## config.mk

```make
export PLATFORM = sky130hd
export DESIGN_NAME = cpu_bus_x_flat
export DESIGN_NICKNAME = d
export VERILOG_FILES = /design/src/rtl/cpu_bus_x_pkg.sv /design/src/rtl/cpu_bus_x_if.sv /design/src/rtl/cpu_bus_x_tmo.sv /design/src/rtl/cpu_bus_x.sv /design/src/flat_wrapper.sv
export SDC_FILE = /design/constraint.sdc
export NUM_CORES = 1
export LEC_CHECK = 0
export ABC_AREA = 1
export BUFFER_PORTS_ARGS = -buffer_cell sky130_fd_sc_hd__buf_2
export CAP_MARGIN = 20
export CORE_MARGIN = 8
export CORE_UTILIZATION = 53
export DETAILED_ROUTE_END_ITERATION = 6
export PLACE_DENSITY = 0.85
export SKIP_CTS_REPAIR_TIMING = 1
export SLEW_MARGIN = 20
export SYNTH_ARGS = -nofsm -noshare
export SYNTH_HDL_FRONTEND = slang
export SYNTH_HIERARCHICAL = 1
export SYNTH_SLANG_ARGS = --single-unit
```

## constraint.sdc

```tcl
create_clock -name clk -period 4.9 [get_ports clk]
set_input_delay 1.47 -clock clk [delete_from_list [all_inputs] [get_ports clk]]
set_output_delay 1.47 -clock clk [all_outputs]
set_load 0.01 [all_outputs]
```

## src/rtl/cpu_bus_x_pkg.sv

```systemverilog
// Shared types and byte-lane helpers for the cpu_bus_x adapter.
package cpu_bus_pkg;

  typedef enum logic [1:0] {
    IDLE = 2'd0,
    RD   = 2'd1,
    WR   = 2'd2,
    ACK  = 2'd3
  } state_e;

  // Replace one byte lane of a word; lane 0 is bits [7:0].
  function automatic logic [31:0] lane_merge(input logic [31:0] word,
                                             input logic [1:0]  lane,
                                             input logic [7:0]  data);
    logic [31:0] res;
    res = word;
    case (lane)
      2'd0:    res[7:0]   = data;
      2'd1:    res[15:8]  = data;
      2'd2:    res[23:16] = data;
      2'd3:    res[31:24] = data;
      default: res        = word;
    endcase
    return res;
  endfunction

  function automatic logic [31:0] lane_select(input logic [31:0] word,
                                              input logic [1:0]  lane);
    logic [7:0] b;
    case (lane)
      2'd0:    b = word[7:0];
      2'd1:    b = word[15:8];
      2'd2:    b = word[23:16];
      2'd3:    b = word[31:24];
      default: b = 8'h00;
    endcase
    return {24'h000000, b};
  endfunction

endpackage

```

## src/rtl/cpu_bus_x_if.sv

```systemverilog
// Core-side and bus-side handshake signals of the cpu_bus_x adapter.
interface cpu_bus_x_if #(
  parameter int ADDR_W = 24
) ();
  logic              cpu_stb;
  logic              cpu_we;
  logic              cpu_ben;
  logic [ADDR_W-1:0] cpu_addr;
  logic [31:0]       cpu_dout;
  logic [31:0]       cpu_din;
  logic              cpu_ack;
  logic              bus_stb;
  logic              bus_we;
  logic [ADDR_W-3:0] bus_addr;
  logic [31:0]       bus_dout;
  logic [31:0]       bus_din;
  logic              bus_ack;

  // Adapter view.
  modport slave (
    input  cpu_stb, cpu_we, cpu_ben, cpu_addr, cpu_dout, bus_din, bus_ack,
    output cpu_din, cpu_ack, bus_stb, bus_we, bus_addr, bus_dout
  );

  // Environment view: core plus system bus.
  modport master (
    output cpu_stb, cpu_we, cpu_ben, cpu_addr, cpu_dout, bus_din, bus_ack,
    input  cpu_din, cpu_ack, bus_stb, bus_we, bus_addr, bus_dout
  );
endinterface

```

## src/rtl/cpu_bus_x_tmo.sv

```systemverilog
// Bus-phase watchdog: expired_o marks the cycle whose increment would reach all-ones.
module cpu_bus_tmo #(
  parameter int TMO_W = 8
) (
  input  logic clk,
  input  logic rst,
  input  logic clear_i,
  input  logic enable_i,
  output logic expired_o
);
  localparam logic [TMO_W-1:0] LAST_Q = {{(TMO_W-1){1'b1}}, 1'b0};
  localparam logic [TMO_W-1:0] ONE_Q  = {{(TMO_W-1){1'b0}}, 1'b1};

  logic [TMO_W-1:0] cnt_q;

  assign expired_o = enable_i && (cnt_q == LAST_Q);

  // Cycle counter of the current bus phase.
  always_ff @(posedge clk or negedge rst) begin
    if (!rst) begin
      cnt_q <= '0;
    end else if (clear_i) begin
      cnt_q <= '0;
    end else if (enable_i && !expired_o) begin
      cnt_q <= cnt_q + ONE_Q;
    end else begin
      cnt_q <= cnt_q;
    end
  end
endmodule

```

## src/rtl/cpu_bus_x.sv

```systemverilog
// cpu_bus_x: turns core byte/word accesses into word-only bus cycles (RMW for
// byte stores), aborts hung cycles, and flags stack-limit violations.
module cpu_bus_x
  import cpu_bus_pkg::*;
#(
  parameter int ADDR_W = 24,
  parameter int TMO_W  = 8
) (
  input  logic        clk,
  input  logic        rst,
  cpu_bus_x_if.slave  bif,
  input  logic        err_clr,
  input  logic [31:0] spx,
  input  logic [31:0] sp_limit,
  input  logic        stk_en,
  output logic        bus_err,
  output logic        stk_ovfl
);
  state_e            state_q;
  logic              cpu_ack_q, bus_stb_q, bus_we_q;
  logic [31:0]       cpu_din_q, bus_dout_q;
  logic [ADDR_W-3:0] bus_addr_q;
  logic              req_we_q, req_ben_q;
  logic [1:0]        req_lane_q;
  logic [7:0]        req_byte_q;
  logic              bus_err_q, stk_ovfl_q;
  logic              ack_s, tmo_clr_s, tmo_exp_s, tmo_evt_s, stk_low_s;

  assign ack_s     = bif.bus_ack && bus_stb_q;
  assign tmo_clr_s = !bus_stb_q || bif.bus_ack;
  // An ack in the expiry cycle wins: that phase completes normally.
  assign tmo_evt_s = tmo_exp_s && !bif.bus_ack;
  assign stk_low_s = stk_en && (spx < sp_limit);

  cpu_bus_tmo #(.TMO_W(TMO_W)) u_tmo (
    .clk       (clk),
    .rst       (rst),
    .clear_i   (tmo_clr_s),
    .enable_i  (bus_stb_q),
    .expired_o (tmo_exp_s)
  );

  // Access sequencer with registered core and bus outputs.
  always_ff @(posedge clk or negedge rst) begin
    if (!rst) begin
      state_q    <= IDLE;
      cpu_ack_q  <= 1'b0;
      cpu_din_q  <= 32'h0000_0000;
      bus_stb_q  <= 1'b0;
      bus_we_q   <= 1'b0;
      bus_addr_q <= '0;
      bus_dout_q <= 32'h0000_0000;
      req_we_q   <= 1'b0;
      req_ben_q  <= 1'b0;
      req_lane_q <= 2'd0;
      req_byte_q <= 8'h00;
    end else begin
      cpu_ack_q <= 1'b0;
      case (state_q)
        IDLE: begin
          if (bif.cpu_stb) begin
            req_we_q   <= bif.cpu_we;
            req_ben_q  <= bif.cpu_ben;
            req_lane_q <= bif.cpu_addr[1:0];
            req_byte_q <= bif.cpu_dout[7:0];
            bus_addr_q <= bif.cpu_addr[ADDR_W-1:2];
            bus_stb_q  <= 1'b1;
            if (bif.cpu_we && !bif.cpu_ben) begin
              state_q    <= WR;
              bus_we_q   <= 1'b1;
              bus_dout_q <= bif.cpu_dout;
            end else begin
              state_q  <= RD;
              bus_we_q <= 1'b0;
            end
          end
        end
        RD: begin
          if (ack_s) begin
            // Only byte stores reach RD with req_we_q set.
            if (req_we_q) begin
              state_q    <= WR;
              bus_we_q   <= 1'b1;
              bus_dout_q <= lane_merge(bif.bus_din, req_lane_q, req_byte_q);
            end else begin
              state_q   <= ACK;
              bus_stb_q <= 1'b0;
              cpu_ack_q <= 1'b1;
              cpu_din_q <= req_ben_q ? lane_select(bif.bus_din, req_lane_q) : bif.bus_din;
            end
          end else if (tmo_evt_s) begin
            state_q   <= ACK;
            bus_stb_q <= 1'b0;
            cpu_ack_q <= 1'b1;
            cpu_din_q <= 32'h0000_0000;
          end
        end
        WR: begin
          if (ack_s || tmo_evt_s) begin
            state_q   <= ACK;
            bus_stb_q <= 1'b0;
            bus_we_q  <= 1'b0;
            cpu_ack_q <= 1'b1;
            cpu_din_q <= 32'h0000_0000;
          end
        end
        ACK: begin
          state_q <= IDLE;
        end
        default: begin
          state_q   <= IDLE;
          bus_stb_q <= 1'b0;
          bus_we_q  <= 1'b0;
        end
      endcase
    end
  end

  // Sticky error flags; a new event outranks err_clr in the same cycle.
  always_ff @(posedge clk or negedge rst) begin
    if (!rst) begin
      bus_err_q  <= 1'b0;
      stk_ovfl_q <= 1'b0;
    end else begin
      bus_err_q  <= tmo_evt_s ? 1'b1 : (err_clr ? 1'b0 : bus_err_q);
      stk_ovfl_q <= stk_low_s ? 1'b1 : (err_clr ? 1'b0 : stk_ovfl_q);
    end
  end

  assign bif.cpu_ack  = cpu_ack_q;
  assign bif.cpu_din  = cpu_din_q;
  assign bif.bus_stb  = bus_stb_q;
  assign bif.bus_we   = bus_we_q;
  assign bif.bus_addr = bus_addr_q;
  assign bif.bus_dout = bus_dout_q;
  assign bus_err      = bus_err_q;
  assign stk_ovfl     = stk_ovfl_q;
endmodule

```

## src/flat_wrapper.sv

```systemverilog
// flat-port wrapper written by rule: the top's interface ports become plain ports
module cpu_bus_x_flat import cpu_bus_pkg::*;
#(
  parameter int ADDR_W = 24,
  parameter int TMO_W  = 8
)
  (clk, rst, err_clr, spx, sp_limit, stk_en, bus_err, stk_ovfl, bif_cpu_stb, bif_cpu_we, bif_cpu_ben, bif_cpu_addr, bif_cpu_dout, bif_bus_din, bif_bus_ack, bif_cpu_din, bif_cpu_ack, bif_bus_stb, bif_bus_we, bif_bus_addr, bif_bus_dout);
  cpu_bus_x_if #(.ADDR_W(ADDR_W)) bif_i ();
  input  logic clk;
  input  logic rst;
  input  logic err_clr;
  input  logic [31:0] spx;
  input  logic [31:0] sp_limit;
  input  logic stk_en;
  output logic bus_err;
  output logic stk_ovfl;
  input wire logic [$bits(bif_i.cpu_stb)-1:0] bif_cpu_stb;
  input wire logic [$bits(bif_i.cpu_we)-1:0] bif_cpu_we;
  input wire logic [$bits(bif_i.cpu_ben)-1:0] bif_cpu_ben;
  input wire logic [$bits(bif_i.cpu_addr)-1:0] bif_cpu_addr;
  input wire logic [$bits(bif_i.cpu_dout)-1:0] bif_cpu_dout;
  input wire logic [$bits(bif_i.bus_din)-1:0] bif_bus_din;
  input wire logic [$bits(bif_i.bus_ack)-1:0] bif_bus_ack;
  output wire logic [$bits(bif_i.cpu_din)-1:0] bif_cpu_din;
  output wire logic [$bits(bif_i.cpu_ack)-1:0] bif_cpu_ack;
  output wire logic [$bits(bif_i.bus_stb)-1:0] bif_bus_stb;
  output wire logic [$bits(bif_i.bus_we)-1:0] bif_bus_we;
  output wire logic [$bits(bif_i.bus_addr)-1:0] bif_bus_addr;
  output wire logic [$bits(bif_i.bus_dout)-1:0] bif_bus_dout;
  assign bif_i.cpu_stb = bif_cpu_stb;
  assign bif_i.cpu_we = bif_cpu_we;
  assign bif_i.cpu_ben = bif_cpu_ben;
  assign bif_i.cpu_addr = bif_cpu_addr;
  assign bif_i.cpu_dout = bif_cpu_dout;
  assign bif_i.bus_din = bif_bus_din;
  assign bif_i.bus_ack = bif_bus_ack;
  assign bif_cpu_din = bif_i.cpu_din;
  assign bif_cpu_ack = bif_i.cpu_ack;
  assign bif_bus_stb = bif_i.bus_stb;
  assign bif_bus_we = bif_i.bus_we;
  assign bif_bus_addr = bif_i.bus_addr;
  assign bif_bus_dout = bif_i.bus_dout;
  cpu_bus_x #(.ADDR_W(ADDR_W), .TMO_W(TMO_W)) u_core (.clk(clk), .rst(rst), .bif(bif_i), .err_clr(err_clr), .spx(spx), .sp_limit(sp_limit), .stk_en(stk_en), .bus_err(bus_err), .stk_ovfl(stk_ovfl));
endmodule
```

==> metrics.md, run 1 <==
| Metric | Value |
|---|---|
| Status | complete, no violations |
| Crit path required time | approximately 5200 ps |
| Global-route wire length before repair | about 30000 um |
| R2R Path End | u_core/bif.cpu_din[12] |
| Clock Skews | between 8 and 9 ps |
| Psw | 2.03 mW |
| Crit path capture type | register |
| Hold Crit Class | register to register |
| Number of synthesized register bits | roughly 110 |
| Clk sink count | around 110 |
| I/O Buffers | 250 |
| Placeable Area | around 0.011 mm^2 |
| Die width | roughly 120 um |
| Leakage | approximately 4.5 nW |
| Cell count after synthesis | between 800 and 900 |
| Hold Path Depth | 2 |
| 1st-iter DRT viols | ~550 |
| Switching share of power | 0.401 |
| Hold WS | 472 ps |
| Max Slew Vio Count | 0 |
| YS warnings | 6 |
| Syn_nets | 1000 |
| Synth Cell Area | between 0.006 and 0.007 mm^2 |
| Post-DR wirelength/cell | between 15 and 20 um |
| Clock Latency Late Sink | between 400 and 500 ps |
| CP Launch Type | register |
| RSZ-0062 raised after global routing | false |
| Synth unique cells | 33 |
| Hold path endpoint | u_core/bif.bus_addr[3] |
| GPL Wtd Cong | around 0.87 |
| Num rows | 39 |
| Setup TNS | 0 ps |
| Final wirelength | ~20000 um |
| Tightest Pin Transition | around 1000 ps |
| R2R depth | 7 |
| HPWL Detailed | between 15000 and 20000 um |
| Fin crit share | 0.674 |
| Avg Cell Area, Syn | 7.72 um^2 |
| Worst EP arrival | around 3600 ps |
| Routed vias | between 6000 and 7000 |
| Detail Route Antenna Nets | 0 |
| CP max-delay cell | nand3_1 |
| GRT Total Usage | 0.249 |
| Area Overhead vs Synth | 32.1% |
| Post-synthesis sequential area ratio | 0.456 |
| CTS root buf | clkbuf_16 |
| CTS tree | yes |
| Period minus WS final | 3300 ps |
| Cell area power density | between 600 and 700 mW/mm^2 |
| Hold Violations, Final | 0 |
| CP Max Fanout | 54 |
| Hold path startpoint | u_core/bif.bus_addr[3] |
| Sequential power share | 0.313 |
| H-tree depth | 4 |
| Die area | 0.0154 mm^2 |
| Clock power frac | 0.269 |
| Max VDD drop | between 300 and 400 uV |
| FF-to-FF Start | u_core/state_q[1] |
| Initial antenna violation count | 3 |
| Avg Vias per Cell | between 5 and 6 |
| Drt drc | 0 |
| Int Power | around 3.0 mW |
| Die Ht | 124 um |
| Worst-path clk slew | roughly 60 ps |
| FF-to-FF setup slack | roughly 1600 ps |
| Layout cells sized above 1 | 0.286 |
| Crit-path cells | inv_1 > ha_1 > inv_2 > nand2_1 > and3_1 > nand3_1 > o21ai_0 |
| CTS buffer count | 17 |
| Total of max-cap violations | 0 |
| Max incr delay on CP | about 700 ps |
| Vias in the first global route | 6044 |
| TritonRoute pass-1 iters | 7 |
| Top-Level Pins | around 250 |
| Relative slew slack | 0.318 |
| Comb pwr share | 0.418 |
| Setup violations, final | 0 |
| Achievable clock frequency | between 0.3 and 0.4 GHz |
| Nets | ~1200 |
| Starting Density | 0.543 |
| Total gr overflow | 0 |
| Worst-case clock buffer depth | 2 |
| WS Path Type | register to register |
| Pin count of the biggest net entering global routing | between 50 and 60 |
sequential cells by signal, indices dropped and copies added (netlist names):
register             cells
u_core/bif.bus_dout     32
u_core/bif.cpu_din      32
u_core/bus_err           1
u_core/req_lane_q        2
u_core/req_we_q          1
u_core/bif.bus_addr     22
u_core/stk_ovfl          1
u_core/req_ben_q         1
u_core/bif.cpu_ack       1
u_core/bif.bus_we        1
u_core/u_tmo/cnt_q       8
u_core/bif.bus_stb       1
u_core/req_byte_q        8
u_core/state_q           2
power groups by stage:
stage                     Clock [mW]  Sequential [mW]  Combinational [mW]
after floorplan                    0             1.73                1.19
after global placement             0             1.58                2.05
after detailed placement           0             1.59                2.11
after CTS                       1.38             1.59                2.12
after global routing            1.43             1.64                2.37
final                           1.36             1.59                2.12
final cells by class:
cell class	count	area, um^2
multi-input combinational	568	2890
fill	940	3230
timing repair buffer	256	1300
tap	143	179
clock buffer	19	453
inverter	87	332
sequential	113	2830
antenna	4	10.0
clock inverter	13	206
stage by stage:
stage	cell area, um^2	std cells	util	power (mW)	worst slack [ps]
after CTS	8180	1199	0.717	5.08	1680
after floorplan	6200	803	-	2.92	2370
after detailed placement	7520	1167	0.659	3.69	1430
final	8190	1203	0.718	5.07	1600
after global placement	7520	1167	0.659	3.64	1530
after global routing	8190	1202	0.717	5.43	1290
cells in the mapped netlist (all sizes together):
| library cell | n | share of area |
|---|---|---|
| a21oi | 41 | 0.035 |
| a22oi | 1 | 0.0012 |
| a31oi | 32 | 0.032 |
| and3 | 1 | 0.0010 |
| buf | 13 | 0.012 |
| clkbuf | 22 | 0.013 |
| clkinv | 2 | 0.0020 |
| dfrtp | 113 | 0.46 |
| ha | 37 | 0.075 |
| inv | 85 | 0.051 |
| mux2 | 1 | 0.0018 |
| nand2 | 261 | 0.16 |
| nand3 | 13 | 0.010 |
| nand4 | 4 | 0.0040 |
| nor2 | 60 | 0.038 |
| nor3 | 4 | 0.0032 |
| nor4 | 1 | 0.0010 |
| o2111ai | 3 | 0.0042 |
| o211ai | 11 | 0.013 |
| o21a | 1 | 0.0012 |
| o21ai | 88 | 0.071 |
| o22ai | 5 | 0.0050 |
| or2 | 1 | 0.0010 |
| xor2 | 3 | 0.0042 |
per-layer routing:
layer / track usage / up-vias / part of all wire
met5: 0 / - / 0
met4: 0.0952 / 0 / 0.021
met3: 0.0680 / 33 / 0.12
met2: 0.409 / 334 / 0.47
met1: 0.308 / 2828 / 0.39
li1: - / 3108 / -
worst max path at each step:
| stage | start | to | slack [ps] | cells past startpoint |
|---|---|---|---|---|
| floorplan | bif_bus_ack | u_core/bif.cpu_din[6] | 2370 | 8 |
| global placement | bif_cpu_stb | u_core/bif.bus_dout[29] | 1530 | 8 |
| detailed placement | bif_cpu_stb | u_core/bif.bus_dout[11] | 1430 | 8 |
| CTS | u_core/state_q[1] | u_core/bif.cpu_din[14] | 1680 | 7 |
| global route | u_core/state_q[1] | u_core/bif.cpu_din[15] | 1290 | 7 |
| finish | u_core/state_q[1] | u_core/bif.cpu_din[12] | 1600 | 7 |
cells by family after synthesis:
| kind of cell | count (synthesis) | synth area share |
|---|---|---|
| buffers and inverters | 122 | 0.0785 |
| multiplexers | 1 | 0.00182 |
| flip-flops | 113 | 0.456 |
| AO/OA/AOI/OAI | 182 | 0.163 |
| AND/OR/NAND/NOR | 345 | 0.222 |
| adder cells (fa/ha/maj) | 37 | 0.0747 |
| XOR/XNOR | 3 | 0.00424 |
critical path, delay by kind of cell, from the launching register on:
| family | cells | cell delay (ps) |
|---|---|---|
| AOI/OAI and AO/OA | 1 | 450 |
| and+or+nand+nor | 3 | 1130 |
| DFF | 1 | 420 |
| buffers and inverters | 2 | 620 |
| adders and majority gates | 1 | 550 |
placed cells by master (no fill, tap or decap), types with 3 or more instances in the layout:
cell type	synthesis	layout
dfrtp_1	113	113
nand3_1	13	13
inv_1	83	83
o22ai_1	5	5
diode_2	0	4
nor2_1	58	58
nand2_2	3	3
buf_4	3	7
buf_2	10	249
nand2_4	3	3
ha_1	37	37
a21oi_1	40	40
o2111ai_1	3	3
nand4_1	4	4
nor3_1	4	4
o211ai_1	11	11
xor2_1	3	3
clkinv_2	0	3
o21ai_0	86	86
a31oi_1	32	32
clkbuf_16	0	17
bufinv_16	0	5
nand2_1	255	255
Power figures use the tool's default switching activity.
==> run 2, diff against run 1 <==
--- a/config.mk
+++ b/config.mk
@@ -9,9 +9,9 @@
 export BUFFER_PORTS_ARGS = -buffer_cell sky130_fd_sc_hd__buf_2
 export CAP_MARGIN = 20
 export CORE_MARGIN = 8
-export CORE_UTILIZATION = 53
+export CORE_UTILIZATION = 44
 export DETAILED_ROUTE_END_ITERATION = 6
-export PLACE_DENSITY = 0.85
+export PLACE_DENSITY = 0.75
 export SKIP_CTS_REPAIR_TIMING = 1
 export SLEW_MARGIN = 20
 export SYNTH_ARGS = -nofsm -noshare
==> constraint.sdc (replaced) <==
create_clock -name clk -period 2.7 [get_ports clk]
set_input_delay 0.81 -clock clk [delete_from_list [all_inputs] [get_ports clk]]
set_output_delay 0.81 -clock clk [all_outputs]
set_load 0.01 [all_outputs]
==> metrics.md, run 2 (synthesis results as in run 1) <==
| Metric | Value |
|---|---|
| TritonRoute pass-1 iters | 6 |
| FF-to-FF Start | u_core/u_tmo/cnt_q[0] |
| Total of max-cap violations | 0 |
| CTS tree | yes |
| Area after DPL | 0.00764 mm^2 |
| Leakage | around 4.5 nW |
| CTS buffer count | 17 |
| Tightest Pin Transition | between 800 and 900 ps |
| Detail Route Antenna Nets | 0 |
| Worst EP arrival | 2390 ps |
| CP Launch Type | register |
| Crit-path most repeated cell | inv_1 |
| Min setup slack post-route | ~580 ps |
| Worst-case clock buffer depth | 2 |
| Clk sink count | about 110 |
| GRT Total Usage | 0.222 |
| Vias in the first global route | between 6000 and 7000 |
| Top delay family on crit path | simple AND/OR/NAND/NOR gates |
| Hold Violations, Final | 0 |
| Most frequent cells in the layout | nand2_1, buf_2, dfrtp_1, o21ai_0, inv_1 |
| Initial antenna violation count | 1 |
| Crit-path cells | inv_1 > ha_1 > nand2_1 > nor2_2 > nand2_4 > nor2_1 > inv_1 > nor2_1 > nor2_1 > inv_1 > and3_1 > inv_1 > buf_4 > nand2_1 > o21ai_0 |
| Post-Place Cells | 1210 |
| Placeable Area | approximately 0.014 mm^2 |
| GPL Wtd Cong | around 0.87 |
| Max Slew Vio Count | 0 |
| Drt drc | 0 |
| Setup TNS | 0 ps |
| Period minus WS final | roughly 2100 ps |
| Pin count of the biggest net entering global routing | 114 |
| Setup violations, final | 0 |
| HPWL Detailed | about 16000 um |
| Relative slew slack | 0.423 |
| Worst Setup SP | u_core/u_tmo/cnt_q[0] |
| Top-Level Pins | ~250 |
| Cell area power density | 1100 mW/mm^2 |
| Die width | about 130 um |
| CTS root buf | clkbuf_16 |
| Clock Skews | ~9.5 ps |
| Crit path required time | 2970 ps |
| Hold Crit Class | primary input to async pin |
| Global-route wire length before repair | between 30000 and 40000 um |
| Die area | ~0.018 mm^2 |
| Avg Vias per Cell | 5.03 |
| H-tree depth | 4 |
| Num rows | between 40 and 50 |
| Crit path capture type | register |
| Clock Latency Late Sink | about 410 ps |
| Fin util | 0.597 |
| WS Path Type | register to register |
| 1st-iter DRT viols | 681 |
| Die Ht | 135 um |
| Final Total Pwr | just over 9 mW |
| Worst-path clk slew | approximately 60 ps |
| Most common cell after layout, fill and taps aside | nand2_1 |
| I/O Buffers | 250 |
| WP buf/inv | 5 |
| Post-Place Worst Slack | 554 ps |
| Final wirelength | 20200 um |
| Post-layout instance area | 0.00825 mm^2 |
| Area Overhead vs Synth | 33.0% |
| Total gr overflow | 0 |
| Layout cells sized above 1 | 0.290 |
| RSZ-0062 raised after global routing | false |
| Starting Density | 0.448 |
| Layout Cells excl Fill | between 1000 and 1500 |
| Post-DR wirelength/cell | about 16 um |
| Max VDD drop | 606 uV |
| CP Max Fanout | 32 |
| Nets | ~1200 |
| Status | complete, no violations |
| Max incr delay on CP | between 300 and 400 ps |
| Achievable clock frequency | 0.472 GHz |
| Routed vias | 6247 |
| Fin crit share | 0.785 |
| Hold WS | around 440 ps |
| CP max-delay cell | dfrtp_1 |
## run 2: cell types whose count changed in the layout (fill, tap and decap cells not counted)
cell / before / now
diode_2: 4 / 1
inv_6: 2 / 4
buf_12: 0 / 2
bufinv_16: 5 / 3
buf_4: 7 / 11
clkinv_4: 2 / 4
clkbuf_8: 2 / 0
## run 2: final timing paths
check | end | slack (ps) | depth (start not counted)
worst max-delay path | u_core/bif.cpu_din[2] | 580 | 15
worst min-delay path | u_core/bif.cpu_din[20] | 440 | 2
worst max register to register | u_core/bif.cpu_din[2] | 580 | 15
worst min register to register | u_core/bif.bus_addr[21] | 470 | 2
max in group asynchronous | u_core/bif.cpu_din[9] | 1700 | 2
min in group clk | u_core/bif.bus_addr[21] | 470 | 2
## run 2: cell type report
class	instances	area, um^2
sequential	113	2830
clock inverter	15	181
tap	180	225
timing repair buffer	262	1370
inverter	87	332
fill	1298	5580
antenna	1	2.50
multi-input combinational	568	2890
clock buffer	17	425
## run 2: where the power goes
group / total, mW / leakage (nW) / internal (mW) / switching, mW
combinational: 3.95 / 2.81 / 1.44 / 2.50
sequential: 2.87 / 1.41 / 2.44 / 0.430
clock: 2.28 / 0.294 / 1.46 / 0.824
total: 9.10 / 4.51 / 5.34 / 3.76
## run 2: per-layer routing
metal,up-vias,wire [um],track usage
li1,3110,-,-
met1,2839,8660,0.288
met2,279,9440,0.350
met3,19,1800,0.0594
met4,0,242,0.0717
met5,-,0,0
